[config.mk]
export PLATFORM = sky130hd
export DESIGN_NAME = seg7_scan_ctrl_flat
export DESIGN_NICKNAME = d
export VERILOG_FILES = /design/src/rtl/seg7_scan_if.sv /design/src/rtl/seg7_scan_ctrl.sv /design/src/flat_wrapper.sv
export SDC_FILE = /design/constraint.sdc
export NUM_CORES = 1
export LEC_CHECK = 0
export ABC_AREA = 0
export CORE_UTILIZATION = 55
export DETAILED_ROUTE_END_ITERATION = 10
export PLACE_DENSITY = 0.77
export SYNTH_ARGS = -nofsm -noshare
export SYNTH_HDL_FRONTEND = slang
export SYNTH_SLANG_ARGS = --single-unit
export TNS_END_PERCENT = 5
[constraint.sdc]
create_clock -name clk -period 4 [get_ports clk]
set_input_delay 1.2 -clock clk [delete_from_list [all_inputs] [get_ports clk]]
set_output_delay 1.2 -clock clk [all_outputs]
set_load 0.1 [all_outputs]
[src/rtl/seg7_scan_if.sv]
// Signal bundle between the stopwatch/display source and the seven-segment scan controller.
interface seg7_scan_if;
    logic        enable;
    logic [15:0] digits;
    logic [3:0]  dp_mask;
    logic        blank_en;
    logic        sel_a;
    logic        sel_b;
    logic        sel_en;
    logic [6:0]  seg;
    logic        dp;

    modport master (
        output enable, digits, dp_mask, blank_en,
        input  sel_a, sel_b, sel_en, seg, dp
    );

    modport slave (
        input  enable, digits, dp_mask, blank_en,
        output sel_a, sel_b, sel_en, seg, dp
    );
endinterface

[src/rtl/seg7_scan_ctrl.sv]
// Four-digit seven-segment scan controller: per-digit refresh prescaler, frame-coherent
// nibble snapshot, leading-zero blanking and registered decoder/cathode drive.
module seg7_scan_ctrl #(
    parameter int REFRESH_DIV = 100000,
    parameter int GUARD       = 2
) (
    input  logic        clk,
    input  logic        rst,
    seg7_scan_if.slave  bus
);
    localparam int            PW     = (REFRESH_DIV > 2) ? $clog2(REFRESH_DIV) : 1;
    localparam logic [PW-1:0] PLAST  = PW'(REFRESH_DIV - 1);
    localparam logic [PW-1:0] PGUARD = PW'(GUARD);

    logic [PW-1:0] pcnt;
    logic [1:0]    idx;
    logic [15:0]   snap_d;
    logic [3:0]    snap_dp;
    logic          snap_bl;

    logic          tick;
    logic          load;
    logic [15:0]   cur_d;
    logic [3:0]    cur_dp;
    logic          cur_bl;
    logic [3:0]    nib;
    logic          blank;
    logic          lit;
    logic [6:0]    glyph;

    assign tick = (pcnt == PLAST);
    assign load = bus.enable && (idx == 2'd0) && (pcnt == '0);

    // Bypass the snapshot being loaded so the first slot of a frame already shows the new data.
    assign cur_d  = load ? bus.digits   : snap_d;
    assign cur_dp = load ? bus.dp_mask  : snap_dp;
    assign cur_bl = load ? bus.blank_en : snap_bl;
    assign nib    = cur_d[idx*4 +: 4];

    always_comb begin
        blank = 1'b0;
        if (cur_bl) begin
            case (idx)
                2'd3:    blank = (cur_d[15:12] == 4'h0);
                2'd2:    blank = (cur_d[15:8]  == 8'h00);
                2'd1:    blank = (cur_d[15:4]  == 12'h000);
                default: blank = 1'b0;
            endcase
        end
    end

    assign lit = bus.enable && (pcnt >= PGUARD) && !blank;

    always_comb begin
        glyph = 7'h7F;
        case (nib)
            4'h0: glyph = 7'h40;
            4'h1: glyph = 7'h79;
            4'h2: glyph = 7'h24;
            4'h3: glyph = 7'h30;
            4'h4: glyph = 7'h19;
            4'h5: glyph = 7'h12;
            4'h6: glyph = 7'h02;
            4'h7: glyph = 7'h78;
            4'h8: glyph = 7'h00;
            4'h9: glyph = 7'h10;
            4'hA: glyph = 7'h08;
            4'hB: glyph = 7'h03;
            4'hC: glyph = 7'h46;
            4'hD: glyph = 7'h21;
            4'hE: glyph = 7'h06;
            4'hF: glyph = 7'h0E;
            default: glyph = 7'h7F;
        endcase
    end

    always_ff @(posedge clk) begin
        if (rst) begin
            pcnt       <= '0;
            idx        <= 2'd0;
            snap_d     <= 16'h0000;
            snap_dp    <= 4'h0;
            snap_bl    <= 1'b0;
            bus.sel_a  <= 1'b0;
            bus.sel_b  <= 1'b0;
            bus.sel_en <= 1'b0;
            bus.seg    <= 7'h7F;
            bus.dp     <= 1'b1;
        end else begin
            if (bus.enable) begin
                pcnt <= tick ? '0 : pcnt + PW'(1);
                if (tick)
                    idx <= idx + 2'd1;
                if (load) begin
                    snap_d  <= bus.digits;
                    snap_dp <= bus.dp_mask;
                    snap_bl <= bus.blank_en;
                end
            end
            // idx only moves while enabled, so this also holds the select lines when frozen.
            bus.sel_a  <= idx[1];
            bus.sel_b  <= idx[0];
            bus.sel_en <= lit;
            bus.seg    <= lit ? glyph : 7'h7F;
            bus.dp     <= lit ? ~cur_dp[idx] : 1'b1;
        end
    end
endmodule
[src/flat_wrapper.sv]
// flat-port wrapper written by rule: the top's interface ports become plain ports
module seg7_scan_ctrl_flat 
#(
    parameter int REFRESH_DIV = 100000,
    parameter int GUARD       = 2
)
  (clk, rst, bus_enable, bus_digits, bus_dp_mask, bus_blank_en, bus_sel_a, bus_sel_b, bus_sel_en, bus_seg, bus_dp);
  seg7_scan_if bus_i ();
  input  logic clk;
  input  logic rst;
  input wire logic [$bits(bus_i.enable)-1:0] bus_enable;
  input wire logic [$bits(bus_i.digits)-1:0] bus_digits;
  input wire logic [$bits(bus_i.dp_mask)-1:0] bus_dp_mask;
  input wire logic [$bits(bus_i.blank_en)-1:0] bus_blank_en;
  output wire logic [$bits(bus_i.sel_a)-1:0] bus_sel_a;
  output wire logic [$bits(bus_i.sel_b)-1:0] bus_sel_b;
  output wire logic [$bits(bus_i.sel_en)-1:0] bus_sel_en;
  output wire logic [$bits(bus_i.seg)-1:0] bus_seg;
  output wire logic [$bits(bus_i.dp)-1:0] bus_dp;
  assign bus_i.enable = bus_enable;
  assign bus_i.digits = bus_digits;
  assign bus_i.dp_mask = bus_dp_mask;
  assign bus_i.blank_en = bus_blank_en;
  assign bus_sel_a = bus_i.sel_a;
  assign bus_sel_b = bus_i.sel_b;
  assign bus_sel_en = bus_i.sel_en;
  assign bus_seg = bus_i.seg;
  assign bus_dp = bus_i.dp;
  seg7_scan_ctrl #(.REFRESH_DIV(REFRESH_DIV), .GUARD(GUARD)) u_core (.clk(clk), .rst(rst), .bus(bus_i));
endmodule
==> results of run 1 <==
[registers in the layout (all words and copies together) (netlist names)]
signal / flops
u_core.snap_dp: 4
u_core.bus.sel_a: 1
u_core.bus.dp: 1
u_core.snap_bl: 1
u_core.idx: 2
u_core.bus.sel_b: 1
u_core.bus.seg: 7
u_core.bus.sel_en: 1
u_core.pcnt: 17
u_core.snap_d: 16
[cell usage after synthesis (2+ instances only)]
| master | number | area share (%) |
|---|---|---|
| nand3b_1 | 2 | 0.58 |
| mux2_2 | 2 | 0.87 |
| inv_1 | 7 | 1.0 |
| nor3_1 | 3 | 0.58 |
| clkbuf_1 | 8 | 1.2 |
| a31oi_1 | 2 | 0.48 |
| or4_1 | 4 | 1.2 |
| dfxtp_1 | 51 | 39 |
| a22oi_1 | 2 | 0.58 |
| nand2b_1 | 2 | 0.48 |
| o21ai_1 | 10 | 1.9 |
| and3_1 | 6 | 1.4 |
| nor4_4 | 2 | 1.6 |
| ha_1 | 13 | 6.3 |
| xor2_1 | 13 | 4.4 |
| inv_2 | 2 | 0.29 |
| nand4_1 | 7 | 1.7 |
| nand3_1 | 7 | 1.3 |
| nor2_1 | 44 | 6.4 |
| nand2_1 | 15 | 2.2 |
| mux2i_1 | 23 | 8.9 |
| a21oi_1 | 8 | 1.5 |
| mux4_2 | 7 | 6.1 |
| buf_2 | 3 | 0.58 |
| xnor2_1 | 6 | 2.0 |
[final timing paths]
check | start | to | slack (ns) | depth (start not counted)
max | bus_enable | u_core.bus.seg[0] | 0.53 | 9
min | u_core.snap_bl | u_core.snap_bl | 0.49 | 2
max reg2reg | u_core.pcnt[5] | u_core.bus.seg[0] | 0.72 | 9
min reg2reg | u_core.snap_bl | u_core.snap_bl | 0.49 | 2
[routing by layer]
metal,vias up,wire length (microns)
met5,-,0
met4,0,87
met3,11,259
met2,39,2580
met1,939,2430
li1,1014,-
[cell type report]
cell class	instances	area [sq um]	area share, %
multi-input cells	197	1480	48.1
repair buffers	40	385	12.5
clock inverters	3	22.5	0.732
inverters	9	33.8	1.10
clock buffers	5	68.8	2.24
flip-flops and latches	51	1020	33.2
well taps	52	65.1	2.11
[power by group]
group	total, W	switching [W]	leakage, nW	internal, W
combinational	0.000296	0.000181	0.785	0.000115
sequential	0.000552	0.0000153	0.416	0.000536
clock	0.000305	0.000179	0.0485	0.000126
[tightest hold or removal path, cell delays in order (launching register included)]
cell and delay [ns]:
dfxtp_1 0.32, o21ai_1 0.07, a21oi_1 0.06
[stage by stage]
| stage | setup WS (ns) | util [%] | instance area, sq um |
|---|---|---|---|
| floorplan | 0.405 | - | 2600 |
| global placement | 0.278 | 67.2 | 2990 |
| detailed placement | 0.192 | 67.2 | 2990 |
| CTS | 0.515 | 69.3 | 3080 |
| global route | 0.345 | 69.3 | 3080 |
| finish | 0.529 | 69.3 | 3080 |
[kinds of logic after synthesis]
logic type | count (synthesis) | share of synthesized area (%)
flops | 51 | 39.3
mux | 32 | 15.8
simple gates | 103 | 21.5
buf+inv | 21 | 3.61
xor+xnor | 19 | 6.41
compound gates | 30 | 7.04
fa+ha+maj | 13 | 6.27
==> reports/qor.txt, run 1 <==
WL/cell: 15.0 microns
most common cell after layout, fill and taps aside: dfxtp_1
CTS tree: built
Mapped Nets: 306
RSZ-0062 raised after global routing: false
Post-route DRC: 6
Core Box Area: 4440 sq um
Pwr Total: 0.00115 W
Layout area overhead: 18.6%
worst-margin pin slew: 0.989 ns
drt first-iter violations: 152
Congestion Overflow GR: 0
slew margin rel.: 33.9%
DRT Wirelength: 5.35 mm
clk root buf: clkbuf_8
Final Skew: 0.00529 ns
Worst Path Buf+Inv: 2
EDFF count, synth: 0
GR peak layer: met2
hpwl dp: 3.99 mm
antenna cells: 0
die area: 5000 sq um
Worst EP required: 4.21 ns
ys flop type: dfxtp_1
IO Port Bufs: 34
starting density of the core: 58.4%
met3 usage: 5.56%
CP max-delay cell: clkdlybuf4s50_1
# nets final: 341
highest-count cells in the layout ignoring fill and taps: dfxtp_1 (51), nor2_1 (44), clkdlybuf4s50_1 (34)
initial antenna violation count: 0
num ports: 35
CP max FO: 15
Via density: 5.61
placed insts: 349
Total GRT Usage: 23.5%
LEAKAGE: 1.25 nW
hold slack: 0.489 ns
DR pass1 iterations: 7
Global Route met2 Usage: 39.7%
cts hold-fix bufs: 0
FFs w/ async S/R, synth: 0%
share of cells above drive strength 1: 10.5%
first-pass GRT wire length: 9.14 mm
Finish-stage setup viols: 0
synthesized area per cell: 9.65 sq um
Clk Latency, worst-skew pair: 0.31 ns
remaining antenna violation count: 0
routing usage on met1: 29.4%
RD Place Congestion: 0.826
DR vias: 2003
CTS buffer count: 5
Worst-path clk slew: 0.10 ns
PD cells: 374 nW/um^2
CP Class: input pin to flop
Die X: 70.7 microns
FP Rows: 24
crit share post-route: 86.8%
Hold Crit Class: flop to flop
TritonCTS Sinks: 51
min Tclk post-route: 3.47 ns
number of synthesized register bits: 51
VDD IR max: 0.000241 V
Gates resized, CTS repair: 0
max-cap violations: 0
outcome: finished with violations
Crit. End Element: flop
max-slew violation count: 0
Syn Inst Count: 269
final hold vios: 0
Synth Cell Area: 2600 sq um
DIE HEIGHT: 70.7 microns
Non-Filler Instances: 357
CP startpoint kind: input pin
sequential share of the synthesized area: 39.3%
pin count of the biggest net entering global routing: 26
Syn. warnings: 0
post-synthesis cell type count: 45
Fill cells: 368
failing checks: design-rule violations
setup TNS: 0 ns
# Post-CTS Setup Buffers: 0
Max stage delay on crit path: 0.49 ns
worst path cell trace: clkdlybuf4s50_1 -> nand3_2 -> nor2_8 -> mux2i_1 -> mux4_2 -> inv_1 -> ha_1 -> or3_1 -> a31o_1
H-tree depth: 2
max frequency: 288 MHz
Crit path max-delay family: simple AND/OR/NAND/NOR gates
deepest clock path buffer count: 2
arrival time at the worst endpoint: 3.68 ns
vias in the first global route: 1983
(Power assumes the default switching activity.)
==> run 2, diff against run 1 <==
--- a/config.mk
+++ b/config.mk
@@ -6,6 +6,7 @@
 export NUM_CORES = 1
 export LEC_CHECK = 0
 export ABC_AREA = 0
+export CORE_MARGIN = 2
 export CORE_UTILIZATION = 55
 export DETAILED_ROUTE_END_ITERATION = 10
 export PLACE_DENSITY = 0.77
==> reports/qor.txt, run 2 (synthesized netlist as in run 1, its figures left out) <==
deepest clock path buffer count: 2
Crit path max-delay family: simple AND/OR/NAND/NOR gates
Fill cells: 350
register area: 1020 sq um
DR pass1 iterations: 4
RD Place Congestion: 0.877
Total GRT Usage: 22.7%
Pwr Total: 0.00114 W
LEAKAGE: 1.25 nW
RSZ-0062 raised after global routing: false
H-tree depth: 2
crit share post-route: 87.9%
hpwl dp: 4.04 mm
arrival time at the worst endpoint: 3.74 ns
CP Class: input pin to flop
CTS buffer count: 5
largest registers: u_core.pcnt x17, u_core.snap_d x16, u_core.bus.seg x7
drt first-iter violations: 161
antenna cells: 0
largest register by flop count: u_core.pcnt
Worst-path clk slew: 0.10 ns
# Post-CTS Setup Buffers: 0
Layout area overhead: 18.6%
max-cap violations: 0
pin count of the biggest net entering global routing: 26
Congestion Overflow GR: 0
starting density of the core: 58.4%
TritonCTS Sinks: 51
WL/cell: 15.6 microns
Finish-stage setup viols: 0
first-pass GRT wire length: 9.38 mm
CP max-delay cell: clkdlybuf4s50_1
Clk Latency, worst-skew pair: 0.31 ns
Crit. End Element: flop
most common cell after layout, fill and taps aside: dfxtp_1
setup TNS: 0 ns
PD cells: 372 nW/um^2
initial antenna violation count: 0
Multi-input gate area: 1480 sq um
share of cells above drive strength 1: 10.5%
die area: 5290 sq um
Hold Crit Class: flop to flop
Placement Cell Area: 2990 sq um
Worst EP required: 4.22 ns
worst path cell trace: clkdlybuf4s50_1 -> nand3_2 -> nor2_8 -> mux2i_1 -> mux4_2 -> inv_1 -> ha_1 -> or3_1 -> a31o_1
min Tclk post-route: 3.52 ns
Post-route DRC: 0
max FFs per register: 17
clk root buf: clkbuf_8
Gates resized, CTS repair: 0
Final Skew: 0.00976 ns
hold slack: 0.485 ns
IO Port Bufs: 34
max frequency: 284 MHz
highest-count cells in the layout ignoring fill and taps: dfxtp_1 (51), nor2_1 (44), clkdlybuf4s50_1 (34)
num ports: 35
max-slew violation count: 0
FP Rows: 24
Via density: 5.73
worst-margin pin slew: 0.980 ns
Die X: 72.7 microns
# nets final: 342
CP startpoint kind: input pin
Max stage delay on crit path: 0.49 ns
DRT Wirelength: 5.57 mm
VDD IR max: 0.000247 V
CP max FO: 14
CTS tree: built
slew margin rel.: 34.5%
remaining antenna violation count: 0
DR vias: 2051
placed insts: 350
final hold vios: 0
cts hold-fix bufs: 0
Non-Filler Instances: 358
DIE HEIGHT: 72.7 microns
vias in the first global route: 2031
Worst Path Buf+Inv: 2
post-route cell area: 3080 sq um
Core Box Area: 4440 sq um
outcome: finished, final reports clean
-- run 2: worst paths after layout --
kind                                 startpoint                 to  slack, ns  depth (start not counted)
worst min-delay path             u_core.snap_bl     u_core.snap_bl       0.49                          2
worst max register to register  u_core.pcnt[11]  u_core.bus.seg[0]       0.69                          9
worst min register to register   u_core.snap_bl     u_core.snap_bl       0.49                          2
worst max-delay path                 bus_enable  u_core.bus.seg[0]       0.48                          9
-- run 2: metal layers --
layer	routed length (microns)	part of all wire [%]	vias up	global-route usage [%]
met1	2480	44	980	28.8
met5	0	0	-	0
met4	99	1.8	0	9.05
li1	-	-	1015	-
met3	209	3.7	9	3.73
met2	2790	50	47	38.6
-- run 2: cell type report --
type	instances	share of cell area, %
Timing Repair Buffer	41	12.8
Multi-Input combinational cell	197	48.1
Sequential cell	51	33.2
Clock inverter	2	0.406
Inverter	9	1.10
Clock buffer	6	2.36
Tap cell	52	2.11
-- run 2: worst min-delay path, cell delays in order (launching register included) --
cell	delay [ns]
dfxtp_1	0.32
o21ai_1	0.07
a21oi_1	0.06
-- run 2: where the power goes --
group          total [W]  leakage [nW]  switching (W)  internal [W]
clock           0.000294        0.0412       0.000172      0.000123
sequential      0.000552         0.416      0.0000152      0.000536
combinational   0.000299         0.790       0.000182      0.000117
-- run 2: stage by stage --
stage	util (%)	worst slack (ns)
2_1_floorplan	-	0.405
6_report	69.3	0.484
3_5_place_dp	67.4	0.154
3_3_place_gp	67.4	0.303
5_1_grt	69.3	0.337
4_1_cts	69.3	0.498
==> run 3, diff against run 2 <==
--- a/config.mk
+++ b/config.mk
@@ -8,6 +8,7 @@
 export ABC_AREA = 0
 export CORE_MARGIN = 2
 export CORE_UTILIZATION = 55
+export CTS_CLUSTER_SIZE = 8
 export DETAILED_ROUTE_END_ITERATION = 10
 export PLACE_DENSITY = 0.77
 export SYNTH_ARGS = -nofsm -noshare
==> constraint.sdc (replaced) <==
create_clock -name clk -period 4 [get_ports clk]
set_input_delay 1.2 -clock clk [delete_from_list [all_inputs] [get_ports clk]]
set_output_delay 1.2 -clock clk [all_outputs]
set_load 0.005 [all_outputs]
==> results of run 3 <==
The final DEF is identical to that of run 2. Status: finished, final reports clean.
Among the figures that moved: total power 0.00114 W -> 0.00107 W; worst IR drop on VDD 0.000247 V -> 0.000246 V
